`src/rtl/ihp_sram_ctrl_pkg.sv`:
```
// rtl/ihp_sram_ctrl_pkg.sv - shared types, default widths and sizing helper for the SRAM request controller
package ihp_sram_ctrl_pkg;

    typedef enum logic [1:0] {
        WAIT_CFG = 2'd0,
        CLEAR    = 2'd1,
        READY    = 2'd2
    } ctrl_state_e;

    localparam int DEF_ADDR_W    = 10;
    localparam int DEF_DATA_W    = 32;
    localparam int DEF_RSP_DEPTH = 4;

    // Ceiling log2, never below 1 so a counter always has at least one bit.
    function automatic int log2(input int n);
        int r;
        r = 0;
        for (int i = 0; i < 31; i++) begin
            if ((1 << i) < n) r = i + 1;
        end
        return (r < 1) ? 1 : r;
    endfunction

endpackage

```
`src/rtl/ihp_sram_rsp_fifo.sv`:
```
// rtl/ihp_sram_rsp_fifo.sv - first-word-fall-through response FIFO with occupancy count and flush
module ihp_sram_rsp_fifo
    import ihp_sram_ctrl_pkg::*;
#(
    parameter int DATA_W    = DEF_DATA_W,
    parameter int RSP_DEPTH = DEF_RSP_DEPTH,
    localparam int PTR_W    = log2(RSP_DEPTH),
    localparam int CNT_W    = PTR_W + 1
) (
    input  logic              clk,
    input  logic              rst_n,
    input  logic              flush,
    input  logic              push,
    input  logic [DATA_W-1:0] push_data,
    input  logic              pop,
    output logic [DATA_W-1:0] rdata,
    output logic              valid,
    output logic [CNT_W-1:0]  count
);

    logic [DATA_W-1:0] mem_q [RSP_DEPTH];
    logic [PTR_W-1:0]  wr_ptr_q, wr_ptr_d, rd_ptr_q, rd_ptr_d;
    logic [CNT_W-1:0]  cnt_q, cnt_d;
    logic              do_push, do_pop, full;

    assign full    = (cnt_q == CNT_W'(RSP_DEPTH));
    assign valid   = (cnt_q != '0);
    assign count   = cnt_q;
    assign do_pop  = pop && valid;
    assign do_push = push && (!full || do_pop);
    assign rdata   = valid ? mem_q[rd_ptr_q] : '0;

    always_comb begin
        wr_ptr_d = wr_ptr_q;
        rd_ptr_d = rd_ptr_q;
        cnt_d    = cnt_q;
        if (flush) begin
            wr_ptr_d = '0;
            rd_ptr_d = '0;
            cnt_d    = '0;
        end else begin
            if (do_push) wr_ptr_d = wr_ptr_q + PTR_W'(1);
            if (do_pop)  rd_ptr_d = rd_ptr_q + PTR_W'(1);
            case ({do_push, do_pop})
                2'b10:   cnt_d = cnt_q + CNT_W'(1);
                2'b01:   cnt_d = cnt_q - CNT_W'(1);
                default: cnt_d = cnt_q;
            endcase
        end
    end

    always_ff @(posedge clk or negedge rst_n) begin
        if (!rst_n) begin
            wr_ptr_q <= '0;
            rd_ptr_q <= '0;
            cnt_q    <= '0;
        end else begin
            wr_ptr_q <= wr_ptr_d;
            rd_ptr_q <= rd_ptr_d;
            cnt_q    <= cnt_d;
        end
    end

    always_ff @(posedge clk) begin
        if (do_push && !flush) mem_q[wr_ptr_q] <= push_data;
    end

    // Upstream credit accounting must never present a push to a full FIFO.
    assert property (@(posedge clk) disable iff (!rst_n) (push && !flush) |-> (!full || pop));

endmodule

```
`src/rtl/ihp_sram_req_ctrl.sv`:
```
// rtl/ihp_sram_req_ctrl.sv - request stream to registered SRAM strobes, zero-fill and credit-guarded read return
module ihp_sram_req_ctrl
    import ihp_sram_ctrl_pkg::*;
#(
    parameter int ADDR_W         = DEF_ADDR_W,
    parameter int DATA_W         = DEF_DATA_W,
    parameter int RSP_DEPTH      = DEF_RSP_DEPTH,
    parameter int CLEAR_ON_START = 1
) (
    input  logic              UserCLK,
    input  logic              rst_n,
    input  logic              configured,
    input  logic              req_valid,
    output logic              req_ready,
    input  logic              req_we,
    input  logic [ADDR_W-1:0] req_addr,
    input  logic [DATA_W-1:0] req_wdata,
    input  logic [DATA_W-1:0] req_bmask,
    output logic              rsp_valid,
    input  logic              rsp_ready,
    output logic [DATA_W-1:0] rsp_rdata,
    output logic              clear_busy,
    output logic [ADDR_W-1:0] sram_addr,
    output logic [DATA_W-1:0] sram_din,
    output logic [DATA_W-1:0] sram_bm,
    output logic              sram_wen,
    output logic              sram_men,
    output logic              sram_ren,
    input  logic [DATA_W-1:0] sram_dout
);

    localparam int CNT_W = log2(RSP_DEPTH) + 1;
    localparam int SUM_W = CNT_W + 1;

    ctrl_state_e       state_q, state_d;
    logic [ADDR_W-1:0] clr_cnt_q, clr_cnt_d, addr_q, addr_d;
    logic [DATA_W-1:0] din_q, din_d, bm_q, bm_d;
    logic              wen_q, wen_d, men_q, men_d, ren_q, ren_d;
    logic              rd_dout_q, rd_dout_d;
    logic              flush, req_fire;
    logic [CNT_W-1:0]  fifo_count;
    logic [SUM_W-1:0]  credit_used;

    // A read holds a credit from accept until its data leaves the FIFO.
    assign credit_used = SUM_W'(fifo_count) + SUM_W'(ren_q) + SUM_W'(rd_dout_q);
    assign req_ready   = configured && (state_q == READY) && (credit_used < SUM_W'(RSP_DEPTH));
    assign req_fire    = req_valid && req_ready;
    assign clear_busy  = (state_q == CLEAR);

    assign sram_addr = addr_q;
    assign sram_din  = din_q;
    assign sram_bm   = bm_q;
    assign sram_wen  = wen_q;
    assign sram_men  = men_q;
    assign sram_ren  = ren_q;

    always_comb begin
        state_d   = state_q;
        clr_cnt_d = clr_cnt_q;
        addr_d    = addr_q;
        din_d     = din_q;
        bm_d      = bm_q;
        wen_d     = 1'b0;
        men_d     = 1'b0;
        ren_d     = 1'b0;
        rd_dout_d = ren_q;
        flush     = 1'b0;
        if (!configured) begin
            state_d   = WAIT_CFG;
            clr_cnt_d = '0;
            rd_dout_d = 1'b0;
            flush     = 1'b1;
        end else begin
            case (state_q)
                WAIT_CFG: state_d = (CLEAR_ON_START != 0) ? CLEAR : READY;
                CLEAR: begin
                    addr_d    = clr_cnt_q;
                    din_d     = '0;
                    bm_d      = '1;
                    wen_d     = 1'b1;
                    men_d     = 1'b1;
                    clr_cnt_d = clr_cnt_q + ADDR_W'(1);
                    if (clr_cnt_q == '1) state_d = READY;
                end
                READY: begin
                    if (req_fire) begin
                        addr_d = req_addr;
                        din_d  = req_wdata;
                        bm_d   = req_bmask;
                        wen_d  = req_we;
                        ren_d  = !req_we;
                        men_d  = 1'b1;
                    end
                end
                default: state_d = WAIT_CFG;
            endcase
        end
    end

    always_ff @(posedge UserCLK or negedge rst_n) begin
        if (!rst_n) begin
            state_q   <= WAIT_CFG;
            clr_cnt_q <= '0;
            addr_q    <= '0;
            din_q     <= '0;
            bm_q      <= '0;
            wen_q     <= 1'b0;
            men_q     <= 1'b0;
            ren_q     <= 1'b0;
            rd_dout_q <= 1'b0;
        end else begin
            state_q   <= state_d;
            clr_cnt_q <= clr_cnt_d;
            addr_q    <= addr_d;
            din_q     <= din_d;
            bm_q      <= bm_d;
            wen_q     <= wen_d;
            men_q     <= men_d;
            ren_q     <= ren_d;
            rd_dout_q <= rd_dout_d;
        end
    end

    ihp_sram_rsp_fifo #(
        .DATA_W    (DATA_W),
        .RSP_DEPTH (RSP_DEPTH)
    ) u_rsp_fifo (
        .clk       (UserCLK),
        .rst_n     (rst_n),
        .flush     (flush),
        .push      (rd_dout_q),
        .push_data (sram_dout),
        .pop       (rsp_valid && rsp_ready),
        .rdata     (rsp_rdata),
        .valid     (rsp_valid),
        .count     (fifo_count)
    );

endmodule

```
`config.mk`:
```
export PLATFORM = sky130hd
export DESIGN_NAME = ihp_sram_req_ctrl
export DESIGN_NICKNAME = d
export VERILOG_FILES = /design/src/rtl/ihp_sram_ctrl_pkg.sv /design/src/rtl/ihp_sram_rsp_fifo.sv /design/src/rtl/ihp_sram_req_ctrl.sv
export SDC_FILE = /design/constraint.sdc
export NUM_CORES = 1
export LEC_CHECK = 0
export CAP_MARGIN = 10
export CORE_ASPECT_RATIO = 1.25
export CORE_UTILIZATION = 50
export CTS_CLUSTER_SIZE = 40
export DETAILED_ROUTE_END_ITERATION = 10
export GPL_TIMING_DRIVEN = 1
export HOLD_SLACK_MARGIN = 0.02
export PLACE_DENSITY = 0.92
export SLEW_MARGIN = 20
export SYNTH_ARGS = -nofsm -noshare
export SYNTH_HDL_FRONTEND = slang
export SYNTH_SLANG_ARGS = --single-unit
export TNS_END_PERCENT = 5
```
`constraint.sdc`:
```
create_clock -name UserCLK -period 3.5 [get_ports UserCLK]
set_input_delay 0.7 -clock UserCLK [delete_from_list [all_inputs] [get_ports UserCLK]]
set_output_delay 0.7 -clock UserCLK [all_outputs]
set_load 0.01 [all_outputs]
```
* Word-level counts from Yosys, hierarchy flattened *
Memories as Yosys holds them, arrays and structs flattened.
Cells that the tools add are included.
W data, S select, Z words.

cells by class
  magnitude comparators = 1
  reduce and logical (&&, ||, !) cells = 15
  add/subtract/negate cells = 7
  equal/unequal tests = 13
  muxes and demuxes = 30

operators with widths
  operator                 count
  $pmux W32 S2             2
  $mux W32                 3
  $mux W10                 3
  $pmux W10 S2             1
  $mux W2                  6
  $add A10 B1 Y10 const B  1
  $eq A10 B10 Y1 const B   1
  $mux W1                  10
  $logic_and A1 B1 Y1      7
  $ne A2 B1 Y1 const B     3
  $pmux W2 S3              1
  $pmux W3 S2              1
  $add A2 B1 Y2 const B    2
  $add A3 B1 Y4            1
  $add A4 B1 Y4            1
  $eq A2 B1 Y1 const B     2
  $eq A2 B2 Y1 const B     2
  $lt A4 B3 Y1 const B     1
  $ne A2 B2 Y1 const B     2
  $pmux W1 S2              2
  $add A3 B1 Y3 const B    1
  $eq A3 B3 Y1 const B     1
  $mux W3                  1
  $ne A3 B1 Y1 const B     1
  other kinds (9)          10

storage, ports and cells
  output and inout port bits = 112
  register bits = 97
  memory bits (writable) = 128
  bits of input ports = 112
  memories kept = 1

memory list
  name              depth  width  rd ports  clocked after memory_dff  wr ports  RTL line                 RTL
  u_rsp_fifo.mem_q  4      32     1         0                         1         ihp_sram_rsp_fifo.sv:21  logic [DATA_W-1:0] mem_q [RSP_DEPTH];

* Depth between registers and ports, before layout *
Gate-level depths: netlist (run 1).

  word-level depth = 8
  mapped depth = 10

* By module *
Synthesis (run 1) repeated with hierarchy kept, for this count alone.

unflattened totals
  cell total of the unflattened synthesis = 675
  area, all modules = 9,298.9 um^2

modules (own cells, without submodules)
  module             instances  cells each  area an instance (um^2)
  ihp_sram_rsp_fifo  1          266         5,422.7
  ihp_sram_req_ctrl  1          409         3,876.2

* Worst setup path before layout (run 1) *
No wires, ideal clock.

  path kind = input port to flip-flop
  from = input port rsp_ready
  to = memory u_rsp_fifo.mem_q[0][0] (netlist bit) (enable)
  path buffers = 0
  data arrival time = 2.498 ns
  setup time = 0.421 ns
  slack = 0.581 ns
  stages on the path = 3
  path through = o41ai_1 or2_2 nor2_1

between the ends
  word-level cells in the longest chain between the ends = 7

RTL lines
  item                           RTL line                  RTL
  from (decl)                    ihp_sram_req_ctrl.sv:20   input logic rsp_ready,
  $logic_and A1 B1 Y1            ihp_sram_req_ctrl.sv:133  .pop (rsp_valid && rsp_ready),
  $logic_and A1 B1 Y1            ihp_sram_rsp_fifo.sv:29   assign do_pop = pop && valid;
  $logic_or A1 B1 Y1             ihp_sram_rsp_fifo.sv:30   assign do_push = push && (!full || do_pop);
  $logic_and A1 B1 Y1            ihp_sram_rsp_fifo.sv:30
  $logic_and A1 B1 Y1            ihp_sram_rsp_fifo.sv:65   if (do_push && !flush) mem_q[wr_ptr_q] <= push_data;
  $mux W1                        ihp_sram_rsp_fifo.sv:65
  $mux W1 (implied by the code)  ihp_sram_rsp_fifo.sv:65
  to (decl)                      ihp_sram_rsp_fifo.sv:21

Every way passes these cells.

* Worst setup path after layout (run 1) *
  from = register u_rsp_fifo.rd_ptr_q[0]
  to = output port rsp_rdata[25]

between the ends
  word-level cells in the longest chain between the ends = 2

RTL lines
  item                    RTL line                 RTL
  from (decl)             ihp_sram_rsp_fifo.sv:22  logic [PTR_W-1:0] wr_ptr_q, wr_ptr_d, rd_ptr_q, rd_ptr_d;
  from (signal assigned)  ihp_sram_rsp_fifo.sv:59  rd_ptr_q <= rd_ptr_d;
  $mem_v2 Z4 W32          --
  $mux W32                ihp_sram_rsp_fifo.sv:31  assign rdata = valid ? mem_q[rd_ptr_q] : '0;
  to (decl)               ihp_sram_req_ctrl.sv:21  output logic [DATA_W-1:0] rsp_rdata,

Every way passes these cells.

==> results of run 1 <==
[stage by stage]
step	util	cells	area, um^2	power (mW)
finish	0.6875	1127	12440	7.900
CTS	0.6874	1127	12440	7.953
global placement	0.6449	1087	11670	5.397
detailed placement	0.6449	1087	11670	5.453
global route	0.6875	1127	12440	8.213
floorplan	-	665	9231	4.241
[logic make-up (layout without fill, tap and decap cells)]
logic type      Yosys count  in the layout
mux                      34             34
fa+ha+maj                11             11
compound gates           98             98
buf+inv                  55            289
simple gates            229            229
xor+xnor                 13             13
flops                   225            225
[per-layer routing]
metal,vias up,global-route usage
met2,271,0.4097
met1,2963,0.2903
li1,2812,-
met5,-,0
met4,0,0.07229
met3,40,0.07159
[power by group]
| part | internal, mW | leakage, nW | total [mW] | switching (mW) |
|---|---|---|---|---|
| Sequential | 3.21 | 2.33 | 3.47 | 0.255 |
| Combinational | 1.06 | 1.77 | 1.96 | 0.904 |
| Clock | 1.44 | 0.369 | 2.47 | 1.03 |
| Total | 5.71 | 4.47 | 7.90 | 2.19 |
[worst max-delay path, delay by kind of cell (launching register included)]
| family | cells | cell delay, ns |
|---|---|---|
| mux | 1 | 0.54 |
| simple gates | 1 | 0.18 |
| buf+inv | 2 | 0.70 |
| flops | 1 | 0.69 |
[sequential cells by signal, summed over array words and instances, names as in the netlist]
register and cells:
clr_cnt_q 10, rd_dout_q 1, sram_addr 10, sram_bm 32, sram_din 32, sram_men 1
sram_ren 1, sram_wen 1, state_q 2, u_rsp_fifo.count 3, u_rsp_fifo.mem_q 128, u_rsp_fifo.rd_ptr_q 2
u_rsp_fifo.wr_ptr_q 2
[area by class of cell]
type,instances,share of cell area
clock inverter,17,0.01549
clock buffer,23,0.04626
tap,228,0.02293
multi-input combinational,385,0.2156
inverter,11,0.003319
timing repair buffer,238,0.1923
sequential,225,0.5041
[placed cells by master (no fill, tap or decap), types with 3 or more instances in the layout]
cell	instances
ha_1	10
nor2_4	4
clkdlybuf4s50_1	222
clkinv_4	4
dfrtp_1	96
nand2_1	105
o221a_2	11
edfxtp_1	128
buf_4	12
xnor2_1	5
nand3_1	6
o21ai_0	55
xor2_1	8
and2_1	34
a21oi_1	7
bufinv_16	3
nand2b_1	10
clkbuf_16	23
inv_1	11
mux4_2	32
buf_12	4
nand4_1	6
nor2_1	51
clkinv_2	3
o21ai_1	13
[final timing paths]
| check | from | to | slack, ns | cells after the start |
|---|---|---|---|---|
| worst max-delay path | u_rsp_fifo.rd_ptr_q[0] | rsp_rdata[25] | 0.19 | 4 |
| worst min-delay path | rst_n | sram_din[0] | 0.24 | 1 |
| worst max register to register | u_rsp_fifo.count[0] | u_rsp_fifo.count[1] | 0.73 | 7 |
| worst min register to register | sram_ren | rd_dout_q | 0.52 | 1 |
| max in group asynchronous | rst_n | sram_bm[11] | 2.51 | 2 |
| min in group UserCLK | sram_ren | rd_dout_q | 0.52 | 1 |
==> impl_metrics.tcl, run 1 <==
set metrics [dict create \
    cts_hold_buf 0 \
    fin_setup_tns_ns 0 \
    ant_nets 0 \
    pin_count 224 \
    netlist_top_cells_area "edfxtp_1 (42%), dfrtp_1 (26%), mux4_2 (7.8%)" \
    cellLeakagePower_nw 4.469 \
    clk_root_buffer_cell "clkbuf_16" \
    die_width_um 123.5 \
    postLayoutSetupSlackWorst_ns 0.1858 \
    synth_mux_area_frac 0.08024 \
    drv_slew 0 \
    regArea_um2 6272 \
    vdd_drop_max_uv 498.0 \
    power_per_cell_area_nw_per_um2 634.9 \
    starting_density_of_the_core 0.5101 \
    antenna_violations_before_repair 0 \
    met3RoutedLength_mm 2.045 \
    dr.max_layer_used "met4" \
    clock_path_buffers 3 \
    fin_worst_skew_ns 0.01992 \
    synth_fa_ha_area_frac 0.01572 \
    vias 6086 \
    synthesis.yosys.warnings 0 \
    nFillCells 1182 \
    fmax_mhz 301.7 \
    yosys-top-cells-count "edfxtp_1 (128), nand2_1 (105), dfrtp_1 (97)" \
    slew_headroom 0.3121 \
    die_height_um 153.9 \
    crit_path_end_kind "output port" \
    drv.max_cap_violation_count 0 \
    grt_max_degree 141 \
    hold_path_class "primary input to asynchronous set/reset pin" \
    grt_overflow_total 0 \
    combinational_family_with_the_most_area_after_synthesis "simple AND/OR/NAND/NOR gates" \
    crit_path_cell_trace "buf_12, mux4_2, and2_1, clkdlybuf4s50_1" \
    post-cts-setup-buffers 0 \
    min_period_over_period 0.9469 \
    timing.final.hold_violations 0 \
    placement.io_buffers 223 \
    cts_tree "built" \
    synth_xor_area_frac 0.01233 \
    flow.area_growth_from_synthesis_pct 34.78 \
    drt-vias-per-instance 5.400 \
    drtIter0Drc 288 \
    clock_sink_count 225 \
    simple_gate_area_share_of_the_yosys_netlist 0.1130 \
    min_period_ns 3.314 \
    grt_first_pass_wirelength_mm 34.01 \
    core_um2 18100 \
    cts-htree-levels 1 \
    average_cell_area_after_synthesis_um2 13.88 \
    worst-endpoint-arrival_ns 2.61 \
    route.layer.met1.wl_mm 8.525 \
    gp_congestion 0.8237 \
    seq_area_frac_synth 0.6793 \
    synth_most_common_cell "edfxtp_1" \
    place.detailed.hpwl_mm 14.81 \
    preCtsSetupSlack_ns 0.5209 \
    synth.largest_area_cell "edfxtp_1" \
    path_clk_slew_ns 0.07 \
    synth_compound_gate_area_share 0.06587 \
    critical_path.startpoint_type "flip-flop" \
    hold_ws_ns 0.2374 \
    floorplan.rows 55 \
    layout-drive-gt1-share 0.1179 \
    cp.required_ns 2.80 \
    post_cts_resized 0 \
    drt_drc_violations_left 0 \
    worstPathMaxFanout 14 \
    grt_pass1_vias 6364 \
    report.final.setup_viol 0 \
    wl_met2_mm 11.19 \
    result_of_the_run "complete, no violations" \
    postSynth.asyncResetShare 0.4311 \
    area_of_the_mapped_netlist_um2 9231 \
    numCtsBuffers 22 \
    drt-total-wl_mm 22.32 \
    wl_per_cell_um 19.80 \
    timing_worst_setup_path_type "flip-flop to output port" \
    final_nets 1006 \
    clk_latency_worst_skew_pair_ns 0.51 \
    synth-edff-count 128 \
    synthCells 665 \
    synth_top_cell_area_share 0.4164 \
    netlist-cell-type-count 45 \
    grt_setup_unrepaired "no" \
    first_pass_iters 4 \
    global_route.usage.total 0.2399 \
    max_slew.worst_pin.slew_ns 1.029 \
    multi_input_gate_area_um2 2683 \
    num_antenna_cells 0 \
    postSynthNetCount 788 \
    ys_seq_elements 225 \
    cpMaxStageDelayCell "dfrtp_2" \
    yosys_most_used_dff "edfxtp_1" \
    worst_path_largest_cell_delay_ns 0.69 \
    fp.dieArea_um2 19010 \
]
(Power assumes the default switching activity.)
==> run 2, diff against run 1 <==
--- a/config.mk
+++ b/config.mk
@@ -7,12 +7,14 @@
 export LEC_CHECK = 0
 export CAP_MARGIN = 10
 export CORE_ASPECT_RATIO = 1.25
-export CORE_UTILIZATION = 50
+export CORE_MARGIN = 3
+export CORE_UTILIZATION = 55
 export CTS_CLUSTER_SIZE = 40
 export DETAILED_ROUTE_END_ITERATION = 10
+export DONT_BUFFER_PORTS = 1
 export GPL_TIMING_DRIVEN = 1
 export HOLD_SLACK_MARGIN = 0.02
-export PLACE_DENSITY = 0.92
+export PLACE_DENSITY = 0.81
 export SLEW_MARGIN = 20
 export SYNTH_ARGS = -nofsm -noshare
 export SYNTH_HDL_FRONTEND = slang
==> impl_metrics.tcl, run 2 (same netlist as run 1, synthesis figures left out) <==
set metrics [dict create \
    cellLeakagePower_nw 3.551 \
    fin_cells 886 \
    post-place-cells 847 \
    worstPathMaxFanout 26 \
    postLayoutSetupSlackWorst_ns 0.7154 \
    core_um2 16330 \
    fin_setup_tns_ns 0 \
    die_height_um 150.8 \
    antenna_violations_before_repair 0 \
    hold_path_class "primary input to asynchronous set/reset pin" \
    nFillCells 1176 \
    worst_path_largest_cell_delay_ns 0.55 \
    layout_commonest_cell "edfxtp_1" \
    placement.io_buffers 0 \
    drt-total-wl_mm 18.15 \
    num_antenna_cells 0 \
    cpLargestDelayFamily "flip-flops" \
    max_slew.worst_pin.slew_ns 0.7239 \
    clk_latency_worst_skew_pair_ns 0.49 \
    cpMaxStageDelayCell "dfrtp_2" \
    power_report.internal_total_mw 4.690 \
    first_pass_iters 5 \
    flow.area_growth_from_synthesis_pct 8.755 \
    fp.dieArea_um2 18380 \
    clock_path_buffers 3 \
    crit_path_cell_trace "buf_12, mux4_2, and2_1" \
    clk_root_buffer_cell "clkbuf_16" \
    layout.cells.most_common_list "edfxtp_1 (128), nand2_1 (105), dfrtp_1 (96)" \
    power.share.clock 0.320 \
    preCtsSetupSlack_ns 0.9397 \
    place.detailed.hpwl_mm 12.46 \
    min_period_ns 2.785 \
    min_period_over_period 0.7956 \
    multi_input_gate_area_um2 2683 \
    drtIter0Drc 352 \
    regArea_um2 6272 \
    cts-htree-levels 1 \
    power_per_cell_area_nw_per_um2 653.3 \
    path_buf_inv 1 \
    drv.max_cap_violation_count 0 \
    grt_max_degree 141 \
    grt_pass1_vias 5470 \
    layout-drive-gt1-share 0.1418 \
    comb_power_share 0.107 \
    gp_congestion 0.8049 \
    cts_tree "built" \
    final_nets 778 \
    starting_density_of_the_core 0.5653 \
    pin_count 224 \
    wl_per_cell_um 20.49 \
    worst-endpoint-arrival_ns 2.08 \
    p_seq_frac 0.573 \
    final_cell_area_um2 10040 \
    vdd_drop_max_uv 485.4 \
    largest_register "u_rsp_fifo.mem_q" \
    report.final.setup_viol 0 \
    power.switching_mw 1.869 \
    vias 5192 \
    slew_headroom 0.5111 \
    utilization 0.6148 \
    netSwitchingFraction 0.2850 \
    cp.required_ns 2.80 \
    post_cts_resized 0 \
    path_clk_slew_ns 0.06 \
    global_route.usage.total 0.1986 \
    grt_overflow_total 0 \
    drv_slew 0 \
    grt_setup_unrepaired "no" \
    floorplan.rows 52 \
    dpl_cell_area_um2 9365 \
    fmax_mhz 359.1 \
    timing.final.hold_violations 0 \
    clock_sink_count 225 \
    critical_path.startpoint_type "flip-flop" \
    crit_path_end_kind "output port" \
    drt-vias-per-instance 5.860 \
    grt_first_pass_wirelength_mm 28.75 \
    largest_reg_flops 128 \
    fin_worst_skew_ns 0.007844 \
    result_of_the_run "complete, no violations" \
    die_width_um 121.9 \
    drt_drc_violations_left 0 \
    ant_nets 0 \
    numCtsBuffers 21 \
    timing_worst_setup_path_type "flip-flop to output port" \
]
## run 2: power groups by stage
stage	clock, mW	combinational, mW	sequential, mW
after floorplan	0	0.581	3.66
after global placement	0	0.629	3.79
after detailed placement	0	0.703	3.79
after CTS	2.15	0.715	3.76
after global routing	2.26	0.821	3.80
final	2.10	0.704	3.76
## run 2: final cells by class
type	count	share of cell area
sequential	225	0.6248
multi-input combinational	385	0.2672
clock buffer	27	0.05770
tap	216	0.02692
timing repair buffer	11	0.01271
clock inverter	11	0.006605
inverter	11	0.004113
## run 2: layer usage
layer / vias up / track usage / wire length, um
li1: 2347 / - / -
met5: - / 0 / 0
met3: 22 / 0.07434 / 2073
met4: 0 / 0.04596 / 286
met1: 2583 / 0.2334 / 6362
met2: 240 / 0.3485 / 9430
## run 2: path summary, 6_finish.rpt
path / start / endpoint / slack, ns / cells after the start
worst max-delay path: u_rsp_fifo.rd_ptr_q[0] / rsp_rdata[19] / 0.72 / 3
worst min-delay path: rst_n / sram_addr[6] / 0.09 / 1
worst max register to register: u_rsp_fifo.count[1] / u_rsp_fifo.count[2] / 0.88 / 8
worst min register to register: state_q[1] / state_q[1] / 0.54 / 2
max in group asynchronous: rst_n / sram_bm[11] / 2.98 / 1
min in group UserCLK: req_we / sram_ren / 0.28 / 1
## run 2: per-stage QoR
stage | hold slack, ns | power [mW]
final | 0.09365 | 6.559
after global routing | 0.1404 | 6.886
after CTS | 0.1298 | 6.622
after detailed placement | 0.4067 | 4.494
after global placement | 0.4072 | 4.423
after floorplan | 0.4044 | 4.241
## run 2: repair_timing
| item | 4_1_cts | 5_1_grt |
|---|---|---|
| setup buffers | 0 | 0 |
| endpoints found under the hold margin | 97 | 0 |
| endpoints found under the setup margin | 0 | 0 |
| hold buffers | 1 | 0 |
